## config.mk

```make
export PLATFORM = sky130hd
export DESIGN_NAME = mem_burst_arbiter_flat
export DESIGN_NICKNAME = d
export VERILOG_FILES = /design/src/rtl/mem_arb_pkg.sv /design/src/rtl/mem_burst_arbiter_if.sv /design/src/rtl/mem_arb_rr.sv /design/src/rtl/mem_burst_arbiter.sv /design/src/flat_wrapper.sv
export SDC_FILE = /design/constraint.sdc
export NUM_CORES = 1
export LEC_CHECK = 0
export ABC_AREA = 1
export CORE_AREA = 2 2 146 148
export DETAILED_ROUTE_END_ITERATION = 8
export DIE_AREA = 0 0 148 150
export PLACE_DENSITY = 0.63
export SLEW_MARGIN = 20
export SYNTH_ARGS = -nofsm -noshare
export SYNTH_HDL_FRONTEND = slang
export SYNTH_HIERARCHICAL = 1
export SYNTH_SLANG_ARGS = --single-unit
```

## constraint.sdc

```tcl
create_clock -name clk -period 4.55 [get_ports clk]
set_clock_uncertainty 0.15 [all_clocks]
set_input_delay 0.6825 -clock clk [delete_from_list [all_inputs] [get_ports clk]]
set_output_delay 0.6825 -clock clk [all_outputs]
set_load 0.05 [all_outputs]
```

## src/rtl/mem_arb_pkg.sv

```systemverilog
// ---------------------------------------------------------------------------
// mem_arb_pkg
// Shared types for the memory burst arbiter: FSM state encoding and the
// identity of the requester that currently owns the memory port.
// ---------------------------------------------------------------------------
package mem_arb_pkg;

    typedef enum logic [1:0] {
        IDLE = 2'd0,
        WAIT = 2'd1,
        XFER = 2'd2,
        DONE = 2'd3
    } arb_state_t;

    typedef enum logic {
        OWN_I = 1'b0,
        OWN_D = 1'b1
    } arb_owner_t;

endpackage

```

## src/rtl/mem_burst_arbiter_if.sv

```systemverilog
// ---------------------------------------------------------------------------
// mem_burst_arbiter_if
// Bundles the I-cache, D-cache and mem_sim sides of the burst arbiter.
//   I-cache : ic_req, ic_addr -> ic_rdata, ic_rvalid, ic_idx, ic_done
//   D-cache : dc_req, dc_we, dc_addr, dc_wdata -> dc_rdata, dc_rvalid,
//             dc_idx, dc_done
//   memory  : mem_write_en, mem_access, mem_addr, mem_wdata <- mem_rdata
// Modports:
//   slave  - the arbiter itself
//   master - the environment (caches plus memory model)
// ---------------------------------------------------------------------------
interface mem_burst_arbiter_if #(
    parameter int DATA_WIDTH  = 32,
    parameter int ADDR_WIDTH  = 64,
    parameter int BLOCK_WORDS = 16
);
    localparam int IW = $clog2(BLOCK_WORDS);

    logic                  ic_req;
    logic [ADDR_WIDTH-1:0] ic_addr;
    logic [DATA_WIDTH-1:0] ic_rdata;
    logic                  ic_rvalid;
    logic [IW-1:0]         ic_idx;
    logic                  ic_done;

    logic                  dc_req;
    logic                  dc_we;
    logic [ADDR_WIDTH-1:0] dc_addr;
    logic [DATA_WIDTH-1:0] dc_wdata;
    logic [DATA_WIDTH-1:0] dc_rdata;
    logic                  dc_rvalid;
    logic [IW-1:0]         dc_idx;
    logic                  dc_done;

    logic                  mem_write_en;
    logic                  mem_access;
    logic [ADDR_WIDTH-1:0] mem_addr;
    logic [DATA_WIDTH-1:0] mem_wdata;
    logic [DATA_WIDTH-1:0] mem_rdata;

    modport slave (
        input  ic_req, ic_addr,
        output ic_rdata, ic_rvalid, ic_idx, ic_done,
        input  dc_req, dc_we, dc_addr, dc_wdata,
        output dc_rdata, dc_rvalid, dc_idx, dc_done,
        output mem_write_en, mem_access, mem_addr, mem_wdata,
        input  mem_rdata
    );

    modport master (
        output ic_req, ic_addr,
        input  ic_rdata, ic_rvalid, ic_idx, ic_done,
        output dc_req, dc_we, dc_addr, dc_wdata,
        input  dc_rdata, dc_rvalid, dc_idx, dc_done,
        input  mem_write_en, mem_access, mem_addr, mem_wdata,
        output mem_rdata
    );

endinterface

```

## src/rtl/mem_arb_rr.sv

```systemverilog
// ---------------------------------------------------------------------------
// mem_arb_rr
// Two-way round-robin pick between the I-cache and D-cache requests.
// Purely combinational; the last_grant history lives in the top level.
//   ic_req_i     in   I-cache request
//   dc_req_i     in   D-cache request
//   last_grant_i in   owner of the previous completed burst
//   valid_o      out  at least one request is pending
//   owner_o      out  requester to grant (meaningful when valid_o)
// ---------------------------------------------------------------------------
module mem_arb_rr
    import mem_arb_pkg::*;
(
    input  logic       ic_req_i,
    input  logic       dc_req_i,
    input  arb_owner_t last_grant_i,
    output logic       valid_o,
    output arb_owner_t owner_o
);

    // NOTE: every output gets a default before the decisions below, so no
    // path through the block leaves a value held and no latch is inferred.
    always_comb begin
        valid_o = ic_req_i | dc_req_i;
        owner_o = OWN_I;
        if (ic_req_i && dc_req_i) begin
            // On a tie the requester that was not served last wins.
            if (last_grant_i == OWN_I) begin
                owner_o = OWN_D;
            end
        end else if (dc_req_i) begin
            owner_o = OWN_D;
        end
    end

endmodule

```

## src/rtl/mem_burst_arbiter.sv

```systemverilog
// ---------------------------------------------------------------------------
// mem_burst_arbiter
// Sequences cache-line transfers to the single-port mem_sim for the I-cache
// (refill only) and the D-cache (refill or write-back). One requester is
// granted at a time, WAIT_CYCLES of access latency follow, then
// BLOCK_WORDS words stream at one word per cycle and a one-cycle done pulse
// closes the burst.
//   clk    in  clock
//   arstn  in  asynchronous active-low reset
//   bus    mem_burst_arbiter_if.slave - cache request/response signals and
//          the mem_sim port (see the interface header)
// ---------------------------------------------------------------------------
module mem_burst_arbiter
    import mem_arb_pkg::*;
#(
    parameter int DATA_WIDTH  = 32,
    parameter int ADDR_WIDTH  = 64,
    parameter int BLOCK_WORDS = 16,
    parameter int WAIT_CYCLES = 2
) (
    input  logic                  clk,
    input  logic                  arstn,
    mem_burst_arbiter_if.slave    bus
);

    localparam int IW  = $clog2(BLOCK_WORDS);
    // Bits below LB address a byte inside the line; the rest is the line.
    localparam int LB  = IW + 2;
    localparam int WCW = (WAIT_CYCLES > 0) ? $clog2(WAIT_CYCLES + 1) : 1;

    arb_state_t              state_q,      state_d;
    arb_owner_t              owner_q,      owner_d;
    arb_owner_t              last_grant_q, last_grant_d;
    logic                    we_q,         we_d;
    logic [ADDR_WIDTH-LB-1:0] base_q,      base_d;
    logic [WCW-1:0]          wait_cnt_q,   wait_cnt_d;
    logic [IW-1:0]           beat_q,       beat_d;

    logic       grant_valid;
    arb_owner_t grant_owner;

    mem_arb_rr u_rr (
        .ic_req_i     (bus.ic_req),
        .dc_req_i     (bus.dc_req),
        .last_grant_i (last_grant_q),
        .valid_o      (grant_valid),
        .owner_o      (grant_owner)
    );

    // ---------------------------------------------------------------- FSM
    always_comb begin
        state_d      = state_q;
        owner_d      = owner_q;
        last_grant_d = last_grant_q;
        we_d         = we_q;
        base_d       = base_q;
        wait_cnt_d   = wait_cnt_q;
        beat_d       = beat_q;

        unique case (state_q)
            IDLE: begin
                if (grant_valid) begin
                    owner_d = grant_owner;
                    beat_d  = '0;
                    if (grant_owner == OWN_D) begin
                        we_d   = bus.dc_we;
                        base_d = bus.dc_addr[ADDR_WIDTH-1:LB];
                    end else begin
                        we_d   = 1'b0;
                        base_d = bus.ic_addr[ADDR_WIDTH-1:LB];
                    end
                    if (WAIT_CYCLES == 0) begin
                        state_d = XFER;
                    end else begin
                        state_d    = WAIT;
                        wait_cnt_d = WCW'(WAIT_CYCLES);
                    end
                end
            end
            WAIT: begin
                wait_cnt_d = wait_cnt_q - WCW'(1);
                if (wait_cnt_q == WCW'(1)) begin
                    state_d = XFER;
                end
            end
            XFER: begin
                beat_d = beat_q + IW'(1);
                if (beat_q == IW'(BLOCK_WORDS - 1)) begin
                    state_d      = DONE;
                    last_grant_d = owner_q;
                end
            end
            DONE: begin
                state_d = IDLE;
            end
            default: begin
                state_d = IDLE;
            end
        endcase
    end

    // NOTE: state registers use non-blocking assignments so every register
    // samples the pre-edge values regardless of statement order.
    always_ff @(posedge clk or negedge arstn) begin
        if (!arstn) begin
            state_q      <= IDLE;
            owner_q      <= OWN_I;
            last_grant_q <= OWN_I;
            we_q         <= 1'b0;
            base_q       <= '0;
            wait_cnt_q   <= '0;
            beat_q       <= '0;
        end else begin
            state_q      <= state_d;
            owner_q      <= owner_d;
            last_grant_q <= last_grant_d;
            we_q         <= we_d;
            base_q       <= base_d;
            wait_cnt_q   <= wait_cnt_d;
            beat_q       <= beat_d;
        end
    end

    // ------------------------------------------------------------- outputs
    // Everything below decodes registered state only (plus the two data
    // pass-throughs), so mem_write_en cannot glitch on a state change and
    // an asynchronous reset clears every output immediately.
    logic in_xfer;
    logic own_d;
    logic write_beat;

    assign in_xfer    = (state_q == XFER);
    assign own_d      = (owner_q == OWN_D);
    assign write_beat = in_xfer & we_q;

    // The beat index is spliced in, so the offset can never carry into the
    // line-address field.
    assign bus.mem_addr     = in_xfer ? {base_q, beat_q, 2'b00} : '0;
    assign bus.mem_access   = in_xfer & own_d;
    assign bus.mem_write_en = write_beat;
    assign bus.mem_wdata    = write_beat ? bus.dc_wdata : '0;

    assign bus.ic_rvalid = in_xfer & ~own_d;
    assign bus.ic_idx    = bus.ic_rvalid ? beat_q : '0;
    assign bus.ic_rdata  = bus.ic_rvalid ? bus.mem_rdata : '0;
    assign bus.ic_done   = (state_q == DONE) & ~own_d;

    assign bus.dc_rvalid = in_xfer & own_d & ~we_q;
    // dc_idx also runs during write-backs: it selects dc_wdata.
    assign bus.dc_idx    = (in_xfer & own_d) ? beat_q : '0;
    assign bus.dc_rdata  = bus.dc_rvalid ? bus.mem_rdata : '0;
    assign bus.dc_done   = (state_q == DONE) & own_d;

endmodule

```

## src/flat_wrapper.sv

```systemverilog
// flat-port wrapper written by rule: the top's interface ports become plain ports
module mem_burst_arbiter_flat import mem_arb_pkg::*;
#(
    parameter int DATA_WIDTH  = 32,
    parameter int ADDR_WIDTH  = 64,
    parameter int BLOCK_WORDS = 16,
    parameter int WAIT_CYCLES = 2
)
  (clk, arstn, bus_ic_req, bus_ic_addr, bus_ic_rdata, bus_ic_rvalid, bus_ic_idx, bus_ic_done, bus_dc_req, bus_dc_we, bus_dc_addr, bus_dc_wdata, bus_dc_rdata, bus_dc_rvalid, bus_dc_idx, bus_dc_done, bus_mem_write_en, bus_mem_access, bus_mem_addr, bus_mem_wdata, bus_mem_rdata);
  mem_burst_arbiter_if #(.DATA_WIDTH(DATA_WIDTH), .ADDR_WIDTH(ADDR_WIDTH), .BLOCK_WORDS(BLOCK_WORDS)) bus_i ();
  input  logic clk;
  input  logic arstn;
  input wire logic [$bits(bus_i.ic_req)-1:0] bus_ic_req;
  input wire logic [$bits(bus_i.ic_addr)-1:0] bus_ic_addr;
  output wire logic [$bits(bus_i.ic_rdata)-1:0] bus_ic_rdata;
  output wire logic [$bits(bus_i.ic_rvalid)-1:0] bus_ic_rvalid;
  output wire logic [$bits(bus_i.ic_idx)-1:0] bus_ic_idx;
  output wire logic [$bits(bus_i.ic_done)-1:0] bus_ic_done;
  input wire logic [$bits(bus_i.dc_req)-1:0] bus_dc_req;
  input wire logic [$bits(bus_i.dc_we)-1:0] bus_dc_we;
  input wire logic [$bits(bus_i.dc_addr)-1:0] bus_dc_addr;
  input wire logic [$bits(bus_i.dc_wdata)-1:0] bus_dc_wdata;
  output wire logic [$bits(bus_i.dc_rdata)-1:0] bus_dc_rdata;
  output wire logic [$bits(bus_i.dc_rvalid)-1:0] bus_dc_rvalid;
  output wire logic [$bits(bus_i.dc_idx)-1:0] bus_dc_idx;
  output wire logic [$bits(bus_i.dc_done)-1:0] bus_dc_done;
  output wire logic [$bits(bus_i.mem_write_en)-1:0] bus_mem_write_en;
  output wire logic [$bits(bus_i.mem_access)-1:0] bus_mem_access;
  output wire logic [$bits(bus_i.mem_addr)-1:0] bus_mem_addr;
  output wire logic [$bits(bus_i.mem_wdata)-1:0] bus_mem_wdata;
  input wire logic [$bits(bus_i.mem_rdata)-1:0] bus_mem_rdata;
  assign bus_i.ic_req = bus_ic_req;
  assign bus_i.ic_addr = bus_ic_addr;
  assign bus_ic_rdata = bus_i.ic_rdata;
  assign bus_ic_rvalid = bus_i.ic_rvalid;
  assign bus_ic_idx = bus_i.ic_idx;
  assign bus_ic_done = bus_i.ic_done;
  assign bus_i.dc_req = bus_dc_req;
  assign bus_i.dc_we = bus_dc_we;
  assign bus_i.dc_addr = bus_dc_addr;
  assign bus_i.dc_wdata = bus_dc_wdata;
  assign bus_dc_rdata = bus_i.dc_rdata;
  assign bus_dc_rvalid = bus_i.dc_rvalid;
  assign bus_dc_idx = bus_i.dc_idx;
  assign bus_dc_done = bus_i.dc_done;
  assign bus_mem_write_en = bus_i.mem_write_en;
  assign bus_mem_access = bus_i.mem_access;
  assign bus_mem_addr = bus_i.mem_addr;
  assign bus_mem_wdata = bus_i.mem_wdata;
  assign bus_i.mem_rdata = bus_mem_rdata;
  mem_burst_arbiter #(.DATA_WIDTH(DATA_WIDTH), .ADDR_WIDTH(ADDR_WIDTH), .BLOCK_WORDS(BLOCK_WORDS), .WAIT_CYCLES(WAIT_CYCLES)) u_core (.clk(clk), .arstn(arstn), .bus(bus_i));
endmodule
```

==> metrics.md, run 1 <==
| Metric | Value |
|---|---|
| Power, Total | about 0.0055 W |
| CTS tree | built |
| IO Pins | approximately 370 |
| Clk pwr share | 0.151 |
| TritonCTS buffer count | 9 |
| DR WL/cell | about 15 um |
| Final setup vio count | 0 |
| Final WL | ~20000 um |
| Initial antenna violation count | 2 |
| CP Data Required Time | between 3 and 4 ns |
| WP data arrival | about 2.7 ns |
| Global placement routability congestion | around 0.84 |
| Period utilization | 0.7821 |
| Fin. Hold Viols | 0 |
| Ys Warns | 6 |
| Pwr/cell area | 643.7 nW/um^2 |
| Num rows | 53 |
| Synth-to-layout area growth | 87.44% |
| P_int | 0.002601 W |
| Psw | between 0.002 and 0.003 W |
| Hold buffers post-CTS | 0 |
| Post-layout minimum cycle time | 3.559 ns |
| Initial core utilization | 0.2201 |
| R2R depth | 7 |
| Core area | between 20000 and 25000 sq um |
| H-tree Lvls | 3 |
| Gr usage total | 0.1727 |
| Nets@finish | ~1300 |
| Worst slew pin tran | slightly above 1 ns |
| Total number of vias | around 5700 |
| Die area | approximately 22000 sq um |
| Post-DP HPWL | 15080 um |
| Port Buf Inserts | 356 |
| Clock buffer depth | 2 |
| Cell leakage power | roughly 4.3 nW |
| # Max-Cap Violations | 0 |
| Clk slew on worst S/H paths | about 0.060 ns |
| Combinational share of power | 0.648 |
| CTS root buf | clkbuf_16 |
| Gr ovfl total | 0 |
| Crit start category | register |
| DR iter-0 viols | between 150 and 200 |
| Final slew viol count | 0 |
| Syn Area/Cell | roughly 6.3 sq um |
| FFs w/ async S/R, synth | 1.000 |
| Status | finished, final reports clean |
| Sw frac | 0.5265 |
| DRC | 0 |
| Setup Crit Path Kind | register to output port |
| Largest net degree at the start of global routing | 70 |
| FF+latch count, synth | 69 |
| TritonRoute pass-1 iters | 4 |
| Die W | ~150 um |
| CP Capture Type | output port |
| Crit path max fanout | 17 |
| Seq pwr share | 0.201 |
| Post-synth EDFFs | 0 |
| Max-slew headroom | 0.3215 |
| Top FF cell, synth | dfrtp_1 |
| Worst skew pair latency | between 0.3 and 0.4 ns |
| Post-CTS Setup Bufs | 0 |
| Fraction of layout cells with a size suffix above 1 | 0.05592 |
| Fillcell total | between 2000 and 2500 |
| Register area share after synthesis | 0.3792 |
| Cells on Worst Hold Path | 1 |
| Post_cts resized | 0 |
| CTS Sinks | between 60 and 70 |
| Die H | around 150 um |
| RSZ-0062 raised after global routing | false |
| Synth Instances | 721 |
| Yosys cell types | 20 |
| Mapped Area | 4553 sq um |
| Peak supply drop | between 0.0002 and 0.00025 V |
| Hold Crit Class | register to register |
| DR vias/cell | roughly 4.3 |
| TNS Setup | 0 ns |
| Vias in the first global route | between 5000 and 6000 |
| FMAX | 281.0 MHz |
| First-pass GRT wire length | 29880 um |
| Remaining antenna violation count | 0 |
[critical path, cell delays in order, from the launching register on]
cell and delay (ns):
dfrtp_1 0.42, inv_1 0.12, ha_2 0.37, nand2_1 0.43, nor2_1 0.23, clkdlybuf4s50_1 0.83
[stage by stage]
step                        util  cell area [sq um]  hold WS [ns]  instances  setup slack, ns
after CTS                 0.4124               8532        0.3366       1330           0.9582
after global placement    0.3954               8182        0.3143       1314            1.350
after floorplan                -               4557        0.2369        722            1.621
after detailed placement  0.3956               8184        0.3284       1314            1.326
after global routing      0.4125               8534        0.3557       1331           0.7683
final                     0.4125               8534        0.3310       1331           0.9915
[layout by cell type, fill, tap and decap left out, drive strengths merged, types with 3 or more instances in the layout]
cell type / count
clkdlybuf4s50: 332
nand3: 6
ha: 7
bufinv: 3
clkbuf: 9
inv: 150
buf: 30
dfrtp: 69
a21oi: 121
nor2: 168
nand2: 144
o21ai: 8
[sequential cells by signal, indices dropped and copies added (netlist names)]
name and flops:
u_core/wait_cnt_q 2, u_core/we_q 1, u_core/own_d 1, u_core/beat_q 4, u_core/state_q 2, u_core/base_q 58
u_core/last_grant_q 1
[power groups by stage]
stage	registers, W	logic [W]	clock network (W)
2_1_floorplan	0.00105	0.00247	0
5_1_grt	0.00115	0.00382	0.000874
4_1_cts	0.00111	0.00359	0.000859
3_3_place_gp	0.00111	0.00356	0
6_report	0.00111	0.00356	0.000830
3_5_place_dp	0.00112	0.00358	0
[metal layers]
layer	vias up	global-route usage	wire length, um
li1	2794	-	-
met1	2578	0.1963	8008
met2	261	0.3053	9974
met3	27	0.04878	1665
met4	2	0.06952	543
met5	-	0	13
[worst paths after layout]
kind	end	slack, ns	start
min	u_core/wait_cnt_q[0]	0.33	u_core/wait_cnt_q[0]
max in group asynchronous	u_core/base_q[8]	3.27	arstn
max reg2reg	u_core/base_q[10]	2.19	u_core/state_q[0]
min reg2reg	u_core/wait_cnt_q[0]	0.33	u_core/wait_cnt_q[0]
min in group asynchronous	u_core/base_q[29]	0.34	arstn
max	bus_mem_wdata[2]	0.99	u_core/state_q[0]
[cell usage after synthesis (2+ instances only)]
cell type | instances | share of area
clkbuf_1 | 4 | 0.0033
a21oi_1 | 121 | 0.13
buf_6 | 7 | 0.017
inv_1 | 144 | 0.12
nand2_1 | 143 | 0.12
nor2_1 | 165 | 0.14
inv_2 | 5 | 0.0041
nand3_1 | 6 | 0.0066
ha_1 | 7 | 0.019
buf_2 | 26 | 0.029
o21ai_0 | 8 | 0.0088
dfrtp_1 | 69 | 0.38
nor2_4 | 2 | 0.0049
buf_4 | 8 | 0.013
[layout make-up]
type / instances / area, sq um / share of cell area
repair buffers: 362 / 3548 / 0.4158
clock inverters: 7 / 122.6 / 0.01437
clock buffers: 9 / 225.2 / 0.02639
diodes: 1 / 2.502 / 0.0002932
flip-flops and latches: 69 / 1727 / 0.2023
well taps: 275 / 344.1 / 0.04032
inverters: 149 / 561.8 / 0.06583
multi-input cells: 459 / 2003 / 0.2347
[logic make-up (layout without fill, tap and decap cells)]
kind of cell	count (synthesis)	after routing	synth area share
and+or+nand+nor	320	320	0.2721
buffers and inverters	194	527	0.1852
AOI/OAI and AO/OA	130	130	0.1434
DFF	69	69	0.3792
adders and majority gates	7	7	0.01924
other	1	3	0.0008236
Power figures use the tool's default switching activity.
==> run 2: changes to the inputs <==
Settings changed: CORE_AREA 2 2 146 148 to 2 2 144 146, DIE_AREA 0 0 148 150 to 0 0 146 148, PLACE_DENSITY 0.63 to 0.65.
Clock period 4.55 ns to 3.3 ns, I/O delays scaled along.
==> run 2 against run 1 <==
Worst setup slack lost 0.74 ns; total power grew 42%; die area down 2.7%; non-clock buffer count grew 1; sequential power rose by 37%; first-iteration DRC count grew 18%; clock power up 17%; critical path depth up 1; sequential share of layout area decreased by 1.7 points; worst hold slack worse by 0.19 ns; count of clock-buffer cells in the layout is 4 higher; global-route usage grew 1.4 points; critical endpoint is now bus_mem_addr[19]; largest power group unchanged; highest routed layer is now met4.
==> metrics.md, run 2 (synthesis gave the netlist of run 1 again) <==
| Metric | Value |
|---|---|
| CP Capture Type | output port (unchanged) |
| Peak supply drop | 0.0004752 V (was 0.0002494 V) |
| DR iter-0 viols | 222 (was 188) |
| Die W | 146 um (was 148 um) |
| Initial core utilization | 0.2272 (was 0.2201) |
| DR WL/cell | 15.61 um (was 15.18 um) |
| Vias in the first global route | 5479 (was 5434) |
| Period utilization | 0.9226 |
| Gr ovfl total | 0 (unchanged) |
| Post_cts resized | 0 (unchanged) |
| Remaining antenna violation count | 0 (unchanged) |
| Final WL | 20730 um (was 20200 um) |
| Final core utilization | 0.4643 (was 0.4125) |
| Num rows | 52 (was 53) |
| Cell leakage power | 4.740 nW (was 4.261 nW) |
| Layout Cells excl Fill | 1328 (was 1331) |
| DRC | 0 (unchanged) |
| TritonCTS buffer count | 9 (unchanged) |
| Final slew viol count | 0 (unchanged) |
| Largest net degree at the start of global routing | 70 (unchanged) |
| FMAX | ~330 MHz |
| CP Data Required Time | 2.65 ns (was 3.72 ns) |
| Initial antenna violation count | 2 (unchanged) |
| Commonest non-fill, non-tap cells in the layout | clkdlybuf4s50_1, nor2_1, inv_1, nand2_1, a21oi_1 (unchanged) |
| Sequential Area | 1727 sq um (unchanged) |
| Post-CTS Setup Bufs | 0 (unchanged) |
| Core area | 20040 sq um (was 20690 sq um) |
| Nets@finish | 1255 (was 1254) |
| Final setup vio count | 0 (unchanged) |
| Reg2reg start | u_core/last_grant_q (was u_core/state_q[0]) |
| FF-to-FF setup slack | 1.04 ns (was 2.19 ns) |
| Fillcell total | 2005 (was 2167) |
| Status | finished, final reports clean (unchanged) |
| Max-slew headroom | 0.3490 (was 0.3215) |
| CTS Sinks | 69 (unchanged) |
| Clock buffer depth | 2 (unchanged) |
| Regs by FF count | u_core/base_q (58), u_core/beat_q (4) (unchanged) |
| Worst setup margin | 0.2553 ns (was 0.9915 ns) |
| H-tree Lvls | 3 (unchanged) |
| CTS root buf | clkbuf_16 (unchanged) |
| Fraction of layout cells with a size suffix above 1 | 0.1733 (was 0.05592) |
| Worst slew pin tran | 0.9765 ns (was 1.018 ns) |
| Most flop-heavy register | u_core/base_q (unchanged) |
| Port Buf Inserts | 356 (unchanged) |
| DR vias/cell | 4.288 (was 4.254) |
| Commonest non-fill, non-tap cell in the layout | clkdlybuf4s50_1 (unchanged) |
| Synth-to-layout area growth | 104.4% (was 87.44%) |
| Crit path max fanout | 25 (was 17) |
| Place WS | 0.6230 ns (was 1.326 ns) |
| Setup Crit Path Kind | register to output port (unchanged) |
| Placed cell count | 1310 (was 1314) |
| Multi-input logic area | 2003 sq um (unchanged) |
| IO Pins | 371 (unchanged) |
| Crit start category | register (unchanged) |
| WP data arrival | 2.40 ns (was 2.73 ns) |
| Largest register FFs | 58 (unchanged) |
| TritonRoute pass-1 iters | 4 (unchanged) |
| Hold_ws | 0.1376 ns (was 0.3310 ns) |
| RSZ-0062 raised after global routing | false (unchanged) |
| First-pass GRT wire length | 31150 um (was 29880 um) |
| Die area | 21610 sq um (was 22200 sq um) |
| # Max-Cap Violations | 0 (unchanged) |
| Post-layout minimum cycle time | between 3 and 4 ns |
| Gr usage total | 0.1866 (was 0.1727) |
| Hold Crit Class | input port to asynchronous set/reset pin (was register to register) |
| Worst skew pair latency | 0.33 ns (about the same) |
| Total number of vias | 5694 (was 5662) |
| CTS tree | built (unchanged) |
| Post-DP HPWL | 15810 um (was 15080 um) |
| Pwr/cell area | 840.8 nW/um^2 (was 643.7 nW/um^2) |
| CP Launch Point | u_core/state_q[0] (unchanged) |
| Die H | 148 um (was 150 um) |
| Hold buffers post-CTS | 0 (unchanged) |
| Clk slew on worst S/H paths | 0.06 ns (about the same) |
| Global placement routability congestion | 0.9005 (was 0.8360) |
| Fin. Hold Viols | 0 (unchanged) |
| TNS Setup | 0 ns (unchanged) |
[run 2: cell count changes in the layout (fill, tap and decap cells not counted), moves of 3 or more]
cell	previous run	this run
clkdlybuf4s50_1	332	209
clkbuf_8	0	4
buf_4	30	64
bufinv_16	3	0
buf_12	0	90
clkinv_2	0	3
[run 2: stage by stage]
step,cell area [sq um],power (W)
5_1_grt,9305,0.008288
4_1_cts,9299,0.007898
2_1_floorplan,4557,0.004861
3_3_place_gp,9001,0.006824
6_report,9305,0.007824
3_5_place_dp,9001,0.006890
[run 2: path summary, 6_finish.rpt]
check                                       end  cells after the start
max                            bus_mem_addr[19]                      6
min                           u_core/base_q[32]                      1
max reg2reg                   u_core/base_q[36]                      4
min reg2reg                u_core/wait_cnt_q[0]                      1
max in group asynchronous      u_core/base_q[9]                      1
min in group clk           u_core/wait_cnt_q[0]                      1
[run 2: area by class of cell]
class                      count  share of cell area
antenna                        2           0.0005379
sequential                    69              0.1856
timing repair buffer         363              0.4701
clock inverter                 3            0.001882
clock buffer                  13             0.03012
multi-input combinational    459              0.2153
tap                          270             0.03630
inverter                     149             0.06024
[run 2: where the power goes]
group	switching, W	internal, W
Clock	0.000380	0.000589
Sequential	0.000251	0.00127
Combinational	0.00345	0.00188
Total	0.00409	0.00374
[run 2: critical path: stages (launching register included)]
cell and delay, ns:
dfrtp_1 0.41, inv_1 0.12, ha_2 0.36, buf_12 0.22, nand2_1 0.07, inv_1 0.05
clkdlybuf4s50_1 0.83
[run 2: layer usage]
layer / GRT usage / wire length (um) / vias up
met1: 0.2117 / 8008 / 2646
met5: 0 / 0 / -
li1: - / - / 2789
met2: 0.3377 / 10720 / 236
met4: 0.06942 / 478 / 0
met3: 0.04784 / 1520 / 23
